File: src/rtl/led_scan_pkg.sv
// Shared timing defaults and width helpers for the LED matrix scan blocks.
package led_scan_pkg;

  localparam int unsigned CLK_HZ      = 27_000_000;
  localparam int unsigned DEF_PERIOD  = 27_000;   // 1 ms row dwell at 27 MHz
  localparam int unsigned DEF_GAP_ON  = 100;
  localparam int unsigned DEF_GAP_OFF = 2_000;

  // Dwell counter width; never below one bit.
  function automatic int unsigned cnt_w(input int unsigned period);
    return (period > 1) ? $clog2(period) : 1;
  endfunction

  // Row index width; never below one bit.
  function automatic int unsigned idx_w(input int unsigned rows);
    return (rows > 1) ? $clog2(rows) : 1;
  endfunction

endpackage

File: src/rtl/led_row_timer.sv
// Row dwell counter, advance strobe and lit window (LED_MATRIX_DIM_EN adds duty trim).
module led_row_timer
  import led_scan_pkg::*;
#(
  parameter int unsigned PERIOD  = DEF_PERIOD,
  parameter int unsigned GAP_ON  = DEF_GAP_ON,
  parameter int unsigned GAP_OFF = DEF_GAP_OFF
) (
  input  logic       clk,
  input  logic       rst,
  input  logic       en,
`ifdef LED_MATRIX_DIM_EN
  input  logic [7:0] duty,
`endif
  output logic       advance,
  output logic       led_on
);

  localparam int unsigned CW    = cnt_w(PERIOD);
  localparam logic [31:0] LAST  = 32'(PERIOD - 1);
  localparam logic [31:0] ON_LO = 32'(GAP_ON);
  localparam logic [31:0] ON_HI = 32'(PERIOD - GAP_OFF);

  if (GAP_ON + GAP_OFF >= PERIOD) begin : g_chk_gap
    $error("led_row_timer: GAP_ON+GAP_OFF must be below PERIOD");
  end

  logic [CW-1:0] cnt;
  logic [31:0]   cnt32;
  logic          in_win;

  assign cnt32   = 32'(cnt);
  assign advance = en && (cnt32 == LAST);
  assign in_win  = (cnt32 >= ON_LO) && (cnt32 < ON_HI);

  always_ff @(posedge clk) begin
    if (rst)      cnt <= '0;
    else if (en)  cnt <= advance ? '0 : cnt + CW'(1);
  end

`ifdef LED_MATRIX_DIM_EN
  localparam logic [31:0] WIN_W = 32'(PERIOD - GAP_ON - GAP_OFF);

  logic [7:0]  duty_q;
  logic [31:0] lit_len;

  // Duty only changes at row boundaries so a row never flickers mid-dwell.
  always_ff @(posedge clk) begin
    if (rst)          duty_q <= '0;
    else if (advance) duty_q <= duty;
  end

  assign lit_len = (WIN_W * 32'(duty_q)) >> 8;
  assign led_on  = en && in_win && ((cnt32 - ON_LO) < lit_len);
`else
  assign led_on  = en && in_win;
`endif

endmodule

File: src/rtl/led_matrix_scan.sv
// Time-multiplexed LED matrix driver: per-row column latch and row select decode.
// Optional brightness trim via LED_MATRIX_DIM_EN (adds the duty input).
module led_matrix_scan
  import led_scan_pkg::*;
#(
  parameter int unsigned NUM_ROWS       = 9,
  parameter int unsigned COL_W          = 8,
  parameter int unsigned PERIOD         = DEF_PERIOD,
  parameter int unsigned GAP_ON         = DEF_GAP_ON,
  parameter int unsigned GAP_OFF        = DEF_GAP_OFF,
  parameter bit          ROW_ACTIVE_LOW = 1'b1
) (
  input  logic                          clk,
  input  logic                          rst,
  input  logic                          en,
`ifdef LED_MATRIX_DIM_EN
  input  logic [7:0]                    duty,
`endif
  input  logic [NUM_ROWS*COL_W-1:0]     pattern,
  output logic [NUM_ROWS-1:0]           led_row,
  output logic [COL_W-1:0]              led_col,
  output logic [idx_w(NUM_ROWS)-1:0]    row_index,
  output logic                          frame_start
);

  localparam int unsigned RW       = idx_w(NUM_ROWS);
  localparam logic [RW-1:0] LAST_ROW = RW'(NUM_ROWS - 1);

  if (NUM_ROWS < 2) begin : g_chk_rows
    $error("led_matrix_scan: NUM_ROWS must be at least 2");
  end
  if (COL_W < 1) begin : g_chk_cols
    $error("led_matrix_scan: COL_W must be at least 1");
  end

  logic          advance;
  logic          led_on;
  logic [RW-1:0] next_row;

  led_row_timer #(
    .PERIOD  (PERIOD),
    .GAP_ON  (GAP_ON),
    .GAP_OFF (GAP_OFF)
  ) u_timer (
    .clk     (clk),
    .rst     (rst),
    .en      (en),
`ifdef LED_MATRIX_DIM_EN
    .duty    (duty),
`endif
    .advance (advance),
    .led_on  (led_on)
  );

  assign next_row = (row_index == LAST_ROW) ? '0 : row_index + RW'(1);

  // Column data is captured for the row about to be shown, so later
  // pattern writes cannot tear the row currently on the pins.
  always_ff @(posedge clk) begin
    if (rst) begin
      row_index   <= '0;
      led_col     <= '0;
      frame_start <= 1'b0;
    end else begin
      frame_start <= advance && (next_row == '0);
      if (advance) begin
        row_index <= next_row;
        led_col   <= pattern[next_row*COL_W +: COL_W];
      end
    end
  end

  for (genvar r = 0; r < NUM_ROWS; r++) begin : g_row
    logic act;
    assign act        = led_on && (row_index == RW'(r));
    assign led_row[r] = ROW_ACTIVE_LOW ? ~act : act;
  end

endmodule

File: config.mk
export PLATFORM = sky130hd
export DESIGN_NAME = led_matrix_scan
export DESIGN_NICKNAME = d
export VERILOG_FILES = /design/src/rtl/led_scan_pkg.sv /design/src/rtl/led_row_timer.sv /design/src/rtl/led_matrix_scan.sv
export SDC_FILE = /design/constraint.sdc
export NUM_CORES = 1
export LEC_CHECK = 0
export CORE_ASPECT_RATIO = 2
export CORE_MARGIN = 2
export CORE_UTILIZATION = 43
export CTS_CLUSTER_DIAMETER = 150
export DETAILED_ROUTE_END_ITERATION = 8
export MAX_ROUTING_LAYER = met4
export PLACE_DENSITY = 0.89
export SLEW_MARGIN = 25
export SYNTH_ARGS = -nofsm -noshare
export SYNTH_HDL_FRONTEND = slang
export SYNTH_SLANG_ARGS = --single-unit
export TNS_END_PERCENT = 30
File: constraint.sdc
create_clock -name clk -period 2.7 [get_ports clk]
set_input_delay 0.27 -clock clk [delete_from_list [all_inputs] [get_ports clk]]
set_output_delay 0.27 -clock clk [all_outputs]
set_load 0.02 [all_outputs]
==> flow_summary.yaml <==
power:
  ir_drop_mv: 0.401
  pwr_density_cell_mw_per_mm2: 249
  cellLeakagePower_uw: 0.00117
sta:
  relSlewSlack: 0.621
  fmax_mhz: 394
  rsz0062_at_grt: "no"
  finalSetupViolCount: 0
  fin_tns_setup_ns: 0
  fin_crit_sh: 0.939
  min_period_ns: 2.54
  finClkSkew_ns: 0.00474
  hold_violations: 0
  drv_slew: 0
  worstMarginPinSlew_ns: 0.568
clock_network:
  clock_tree.buffer_depth: 2
  tritoncts: "done"
  worstSkewPairLatency_ns: 0.27
  cts_max_level: 1
  holdBufCountCts: 0
  cts.clk_slew.worst_paths_ns: 0.09
  ctsRootBufferMaster: "clkbuf_8"
  cts_setup_buffers: 0
  cts.sinks: 28
  numCtsBuffers: 3
placed_design:
  port_buffers: 96
  gp_congestion: 0.943
  place_area_sq_mm: 0.00324
  place_hpwl_um: 5790
final_layout:
  drive_gt1_frac: 0.0740
  fin_area_sq_mm: 0.00331
  fillCellCount: 451
  syn_to_final_growth_pct: 46.1
  nNetsFinal: 473
  final-seq-area_sq_um: 561
  multiInputGateArea_sq_mm: 0.00157
  antenna_cells: 0
routing:
  via_per_inst: 5.89
  drt.antenna.violating_nets: 0
  wire_per_inst_um: 16.7
  drc: 0
  wl_um: 7530
  num_vias: 2649
  first_pass_iters: 5
  drt_iter0_drc: 115
run_status:
  status: "finished clean"
floorplan:
  num_io_pins: 97
  die_area_sq_mm: 0.00590
  num_rows: 37
  die_w_um: 55.3
  die_h_um: 107
  core_area_sq_mm: 0.00509
  start_util: 0.445
worst_setup_path:
  criticalPathCategory: "flop to output port"
  worst_ep_arrival_time_ns: 2.27
  crit_chain: "o21a_1, o21bai_1, a21oi_1, nor4_2, nand2_1, clkdlybuf4s50_1"
  cp_max_fo: 10
  start_kind: "flop"
  end_kind: "output port"
  max_stage_delay_ns: 0.61
  cp.required_ns: 2.43
  cpMaxStageDelayCell: "clkdlybuf4s50_1"
yosys:
  synth_top_area_cell: "dfxtp_1"
  ys_ff_latch: 28
  async_flop_share: 0
  synth_common_cells: "o21ai_0, nand2_1, dfxtp_1, nor2_1, a21oi_1"
  synth_area_sq_mm: 0.00227
  synth_most_common_cell: "o21ai_0"
  syn_nets: 388
  syn_avg_cell_area_sq_um: 7.36
  yosysTopAreaCellShare: 0.247
  synth_seq_area_share: 0.247
  synth.distinct_cells: 55
  synth_warnings: 0
  synth-edff-count: 0
  synth_ff_type: "dfxtp_1"
  synthTopCellsByArea: "dfxtp_1, o21ai_0, nand2_1, a21oi_1, nor2_1"
  syn_inst: 308
global_routing:
  grt_start_max_net_pins: 37
  grtUsageTotal: 0.256
  grt_pass1_vias: 2606
  antenna_found_initial: 0
  gr-total-overflow: 0
  grt_pass1_wl_um: 12200
run:
  max_cap_viol_count: 0
worst_hold_path:
  hp-class: "flop to flop"
[cell type report]
class | count | area share
multi-input combinational | 246 | 0.473
timing repair buffer | 104 | 0.308
sequential | 28 | 0.169
tap | 58 | 0.0219
clock buffer | 4 | 0.0166
inverter | 10 | 0.0113
[report_power, final]
part	total (uW)	switching [uW]	internal, uW
combinational	154	42.1	112
clock	253	123	130
sequential	417	2.16	415
[layout by cell type (no fill, tap or decap), types with 7 or more instances in the layout]
cell type,instances
inv_1,10
nor2_1,22
dfxtp_1,28
nor3_1,13
nand3_1,11
o211ai_1,8
buf_4,8
a32oi_1,7
nand2_1,30
o21ai_1,8
o21ai_0,34
xnor2_1,8
clkdlybuf4s50_1,96
a22oi_1,8
a21oi_1,20
[flip-flops by register name (all words and copies together), names as in the netlist]
name / flops
frame_start: 1
led_col: 8
u_timer.cnt: 15
row_index: 4
[cells by family after synthesis]
| kind of cell | share of synthesized area |
|---|---|
| adders and majority gates | 0.0276 |
| AOI/OAI and AO/OA | 0.316 |
| and+or+nand+nor | 0.278 |
| buffers and inverters | 0.0712 |
| DFF | 0.247 |
| xor gates and xnor gates | 0.0502 |
| muxes | 0.00938 |
[timing repair]
item                                    4_1_cts  5_1_grt
gates cloned                                  0        0
resized for setup                             1        3
endpoints found under the setup margin        1        9
pin swaps                                     0        0
[worst max-delay path: cells and delay by family, from the launching register on]
kind | cells | cell delay, ns
buf+inv | 1 | 0.61
flops | 1 | 0.53
simple gates | 2 | 0.24
compound gates | 3 | 0.63
[worst paths after layout]
check	startpoint	to	slack, ns	cells after the start
setup / recovery	u_timer.cnt[3]$_SDFFE_PP0P_	led_row[3]	0.16	6
hold / removal	u_timer.cnt[1]$_SDFFE_PP0P_	u_timer.cnt[1]$_SDFFE_PP0P_	0.50	2
setup reg to reg	row_index[1]$_SDFFE_PP0N_	led_col[4]$_SDFFE_PP0N_	0.46	8
hold reg to reg	u_timer.cnt[1]$_SDFFE_PP0P_	u_timer.cnt[1]$_SDFFE_PP0P_	0.50	2
[per-layer routing]
layer | global-route usage | vias up | wire, um
met5 | - | - | 0
met4 | 0.105 | 0 | 252
met3 | 0.0265 | 22 | 383
met1 | 0.278 | 1209 | 2890
li1 | - | 1299 | -
met2 | 0.468 | 119 | 4010
[per-stage QoR]
step / power (uW) / cells / hold slack [ns] / worst slack (ns) / util
floorplan: 461 / 308 / 0.403 / 0.344 / -
global placement: 578 / 446 / 0.482 / 0.326 / 0.636
detailed placement: 578 / 446 / 0.495 / 0.226 / 0.636
CTS: 829 / 450 / 0.510 / 0.0498 / 0.648
global route: 861 / 450 / 0.557 / 0.00496 / 0.651
finish: 824 / 450 / 0.503 / 0.164 / 0.651
(Power assumes the default switching activity.)
==> variant 1: new RTL, same settings <==
Add a define of `LED_MATRIX_DIM_EN`.
--- a/src/rtl/led_row_timer.sv
+++ b/src/rtl/led_row_timer.sv
@@ -1,4 +1,6 @@
 // Row dwell counter, advance strobe and lit window (LED_MATRIX_DIM_EN adds duty trim).
+`define LED_MATRIX_DIM_EN
+
 module led_row_timer
   import led_scan_pkg::*;
 #(
Interface: changed (added duty); port bits go from 97 to 105. No check against the original RTL was run, so the function may have changed too.
==> variant 1 against the original RTL <==
The flow now finishes with violations (negative setup slack). Largest power group is now the clock network. Worst setup slack worse by 2700 ps. Area after synthesis is 85% higher. Largest cell class unchanged. Sequential cell count grew 8. Wire length up 99%. Critical path type unchanged. Design area increased by 90%. Sequential share of layout area decreased by 5.3 points. Count of clock-buffer cells in the layout grew 1. Power increased by 61%.
==> variant 1: results (changes against the original RTL) <==
status finished, violations left (was completed); failing checks negative setup slack; Reg2Reg Depth 6 (was 8); Routed WL per cell 18.6 um (was 16.7 um); gr usage total 29.4% (was 25.6%); Clock Latency Late Sink 290 ps (was 270 ps); clock network area share 2.33% (was 1.66%); P per Cell Area 211 nW/um^2 (was 249 nW/um^2); Flop pwr share 40.5% (was 50.6%); biggest regs u_timer.cnt: 15 flops, led_col: 8 flops, u_timer.duty_q: 8 flops (was u_timer.cnt: 15 flops, led_col: 8 flops, row_index: 4 flops); Initial DRC Count 250 (was 115); nonclk buf count 197 (was 104); Setup-failing EPs final 9 (was 0); Hold EP u_timer.duty_q[6]$_SDFFE_PP0P_ (was u_timer.cnt[1]$_SDFFE_PP0P_); vias in the first global route 5275 (was 2606); XOR/XNOR Fraction of Synth Area 6.49% (was 5.02%); delay-heaviest family, CP adder cells (was compound AO/OA/AOI/OAI gates); flop2flop setup slack 300 ps (was 460 ps); CTS Buf Count 5 (was 3); final setup margin -2550 ps (was 164 ps); Nets 835 (was 473); Post-Synth Adder-Cell Area 24.8% (was 2.76%); cts repair resizes 47 (was 1); Yosys reg bits 36 (was 28); DR vias/cell 6.00 (was 5.89); CP max stage delay 550 ps (was 610 ps); Arr. time, crit path 4980 ps (was 2270 ps); slowest CP cell or4_1 (was clkdlybuf4s50_1); first-pass GRT wire length 23300 um (was 12200 um); fill count 672 (was 451); dpl ws -2780 ps (was 226 ps); Design Area, Final 6280 sq um (was 3310 sq um); inverters 26 (was 10)
-- variant 1: changes by cell type after synthesis, sizes merged, moves of 8 or more --
cell     unedited run  this run
a31oi               6        20
inv                10        26
ha                  5        75
mux4                0        16
nor2               23        40
nand2              30        61
dfxtp              28        36
o21bai              1         9
xor2                5        15
o2111ai             0         9
a21o                2        10
xnor2               8        16
o21ai              43        11
a22oi               8         0
-- variant 1: cells by family (layout without fill, tap and decap cells) --
| family | after synthesis | after routing |
|---|---|---|
| compound gates | 112 | 112 |
| xor+xnor | 31 | 31 |
| simple gates | 164 | 164 |
| mux | 19 | 19 |
| buf+inv | 51 | 231 |
| flops | 36 | 36 |
| fa+ha+maj | 80 | 80 |
-- variant 1: layer usage --
layer  global-route usage, %  share of wire (%)
met1                    24.4                 31
met2                    54.4                 56
met3                    3.44                4.9
met4                    24.9                8.2
met5                       -                  0
==> variant 2: new RTL, same settings <==
Made on the original files. Register the output `led_col` once more; this adds one clock of latency there. The other outputs are not delayed to match.
--- a/src/rtl/led_matrix_scan.sv
+++ b/src/rtl/led_matrix_scan.sv
@@ -25,6 +25,8 @@
 
   localparam int unsigned RW       = idx_w(NUM_ROWS);
   localparam logic [RW-1:0] LAST_ROW = RW'(NUM_ROWS - 1);
+
+  logic [COL_W-1:0] led_col_s0;
 
   if (NUM_ROWS < 2) begin : g_chk_rows
     $error("led_matrix_scan: NUM_ROWS must be at least 2");
@@ -59,13 +61,13 @@
   always_ff @(posedge clk) begin
     if (rst) begin
       row_index   <= '0;
-      led_col     <= '0;
+      led_col_s0  <= '0;
       frame_start <= 1'b0;
     end else begin
       frame_start <= advance && (next_row == '0);
       if (advance) begin
         row_index <= next_row;
-        led_col   <= pattern[next_row*COL_W +: COL_W];
+        led_col_s0 <= pattern[next_row*COL_W +: COL_W];
       end
     end
   end
@@ -76,5 +78,9 @@
     assign led_row[r] = ROW_ACTIVE_LOW ? ~act : act;
   end
 
+  always_ff @(posedge clk) begin
+    led_col <= led_col_s0;
+  end
+
 endmodule
 
Formal check against the unedited RTL: no difference found for any inputs over 10 cycles, from zero or initial values and one cycle with rst high; that may be too few to reach the edited logic, so the function may still have changed.
==> variant 2 against the original RTL <==
Clock power increased by 83%. Wire length shrank 9.3%. Power grew 41%. Register-to-register slack worse by 240 ps. Worst setup slack better by 36 ps. Design area up 5.4%. Sequential cell count grew 8. Critical path type unchanged. Area after synthesis is 2.9% higher.
==> variant 2: results (changes against the original RTL) <==
status completed (unchanged); crit-path max FO 7 (was 10); Arr. time, crit path 2230 ps (was 2270 ps); Clock Latency Late Sink 290 ps (was 270 ps); Non-Filler Instances 422 (was 450); largest net degree at the start of global routing 23 (was 37); dpl ws 261 ps (was 226 ps); CP max stage delay approximately 600 ps; routability-driven placement congestion ratio 0.918 (was 0.943); Cell Area, Placed 3360 sq um (was 3240 sq um); Hold EP led_col[7]$_DFF_P_ (was u_timer.cnt[1]$_SDFFE_PP0P_); drt pass-1 iters 4 (was 5); antenna violations before repair 0 (unchanged); Nets 441 (was 473); DP HPWL 5410 um (was 5790 um); hold depth 0 (was 2); flop2flop setup slack 220 ps (was 460 ps); fraction of layout instances using a drive strength above 1 9.39% (was 7.40%); htree depth 2 (was 1); biggest regs u_timer.cnt: 15 flops, led_col: 8 flops, led_col_s0: 8 flops (was u_timer.cnt: 15 flops, led_col: 8 flops, row_index: 4 flops); Fin Clk Skew 6.43 ps (was 4.74 ps); final WL 6840 um (was 7530 um); vias in the first global route 2393 (was 2606); gr usage total 23.3% (was 25.6%); cts repair resizes 0 (was 1); vias 2459 (was 2649); Root Buffer clkbuf_8 (unchanged); fill count 441 (was 451); syn nets 345 (was 388); top cells by area, synth dfxtp_1, mux2i_1, nor2_1 (was dfxtp_1, o21ai_0, nand2_1); Synth warnings 0 (unchanged); Antenna Cells 0 (unchanged); R2R Path End led_col_s0[3]$_SDFFE_PP0N_ (was led_col[4]$_SDFFE_PP0N_); Initial DRC Count 57 (was 115); Port Buffers 96 (unchanged); first-pass GRT wire length 11000 um (was 12200 um); Clk pin slew, worst setup/hold paths 70 ps (was 90 ps); post-synthesis sequential area ratio 30.9% (was 24.7%); Main synth FF type dfxtp_1 (unchanged); HP Class reg -> reg (unchanged); Mapped Cells 265 (was 308); Synth cell types 46 (was 55); slowest CP cell clkdlybuf4s50_1 (unchanged); post-CTS setup buffers 0 (unchanged); placed cells 414 (was 446); delay-heaviest family, CP buffers and inverters (was compound AO/OA/AOI/OAI gates); Reg2Reg Depth 8 (unchanged); ys async rst share 0% (unchanged); CTS Buf Count 5 (was 3); peak supply drop 0.345 mV (was 0.401 mV); Hold Crit Start led_col_s0[7]$_SDFFE_PP0N_ (was u_timer.cnt[1]$_SDFFE_PP0P_); Slew headroom 64.6% (was 62.1%); clock buffer depth 2 (unchanged); leakage 0.00136 uW (was 0.00117 uW); Critical R2R Launch row_index[1]$_SDFFE_PP0N_ (unchanged); commonest cells in the netlist dfxtp_1, nor2_1, nand2_1 (was o21ai_0, nand2_1, dfxtp_1)
variant 2: cell count changes after synthesis, moves of 10 or more:
cell      change
a211oi_1     +12
a21oi_1      -14
mux2i_1      +15
nand2_1      -12
nor3_1       -10
o21ai_0      -32
variant 2: worst max-delay path by stage:
| stage | from | end | slack (ps) | cells past startpoint |
|---|---|---|---|---|
| after detailed placement | row_index[1]$_SDFFE_PP0N_ | led_col_s0[3]$_SDFFE_PP0N_ | 260 | 8 |
| after floorplan | row_index[0]$_SDFFE_PP0N_ | led_col_s0[5]$_SDFFE_PP0N_ | 100 | 9 |
| after CTS | u_timer.cnt[2]$_SDFFE_PP0P_ | led_row[2] | 30 | 6 |
| after global routing | row_index[1]$_SDFFE_PP0N_ | led_col_s0[3]$_SDFFE_PP0N_ | 40 | 8 |
| after global placement | u_timer.cnt[3]$_SDFFE_PP0P_ | led_row[0] | 270 | 6 |
| final | u_timer.cnt[7]$_SDFFE_PP0P_ | led_row[4] | 200 | 7 |
variant 2: per-layer routing:
metal	share of wire (%)	up-vias	track usage (%)
met4	1.8	0	8.33
met2	50	124	39.6
met3	7.0	13	3.59
li1	-	1193	-
met1	41	1129	27.7
met5	0	-	-
variant 2: power breakdown:
part           internal [uW]  total [uW]  switching (uW)
Sequential               533         537            3.99
Combinational            116         163            46.5
Clock                    274         463             189
Total                    923        1160             240
variant 2: layout make-up:
cell class / instances / area [sq um] / area share, %
Clock buffer: 6 / 72.6 / 2.08
Clock inverter: 2 / 35.0 / 1.00
Inverter: 4 / 15.0 / 0.430
Multi-Input combinational cell: 207 / 1530 / 43.8
Sequential cell: 36 / 722 / 20.7
Tap cell: 60 / 75.1 / 2.15
Timing Repair Buffer: 107 / 1040 / 29.9
variant 2: cells by family (layout without fill, tap and decap cells):
family	after synthesis	in the layout	share of synthesized area, %
compound gates	66	66	24.6
xor+xnor	13	13	4.88
fa+ha+maj	5	5	2.68
buf+inv	22	119	4.61
flops	36	36	30.9
mux	18	18	8.79
simple gates	105	105	23.6
variant 2: per-stage QoR:
stage                     hold slack (ps)  total power, uW  util, %
after global placement                337              708     63.1
after floorplan                       331              588        -
after global routing                  379             1200     65.6
final                                 362             1160     65.6
after detailed placement              355              711     63.1
after CTS                             364             1170     65.1
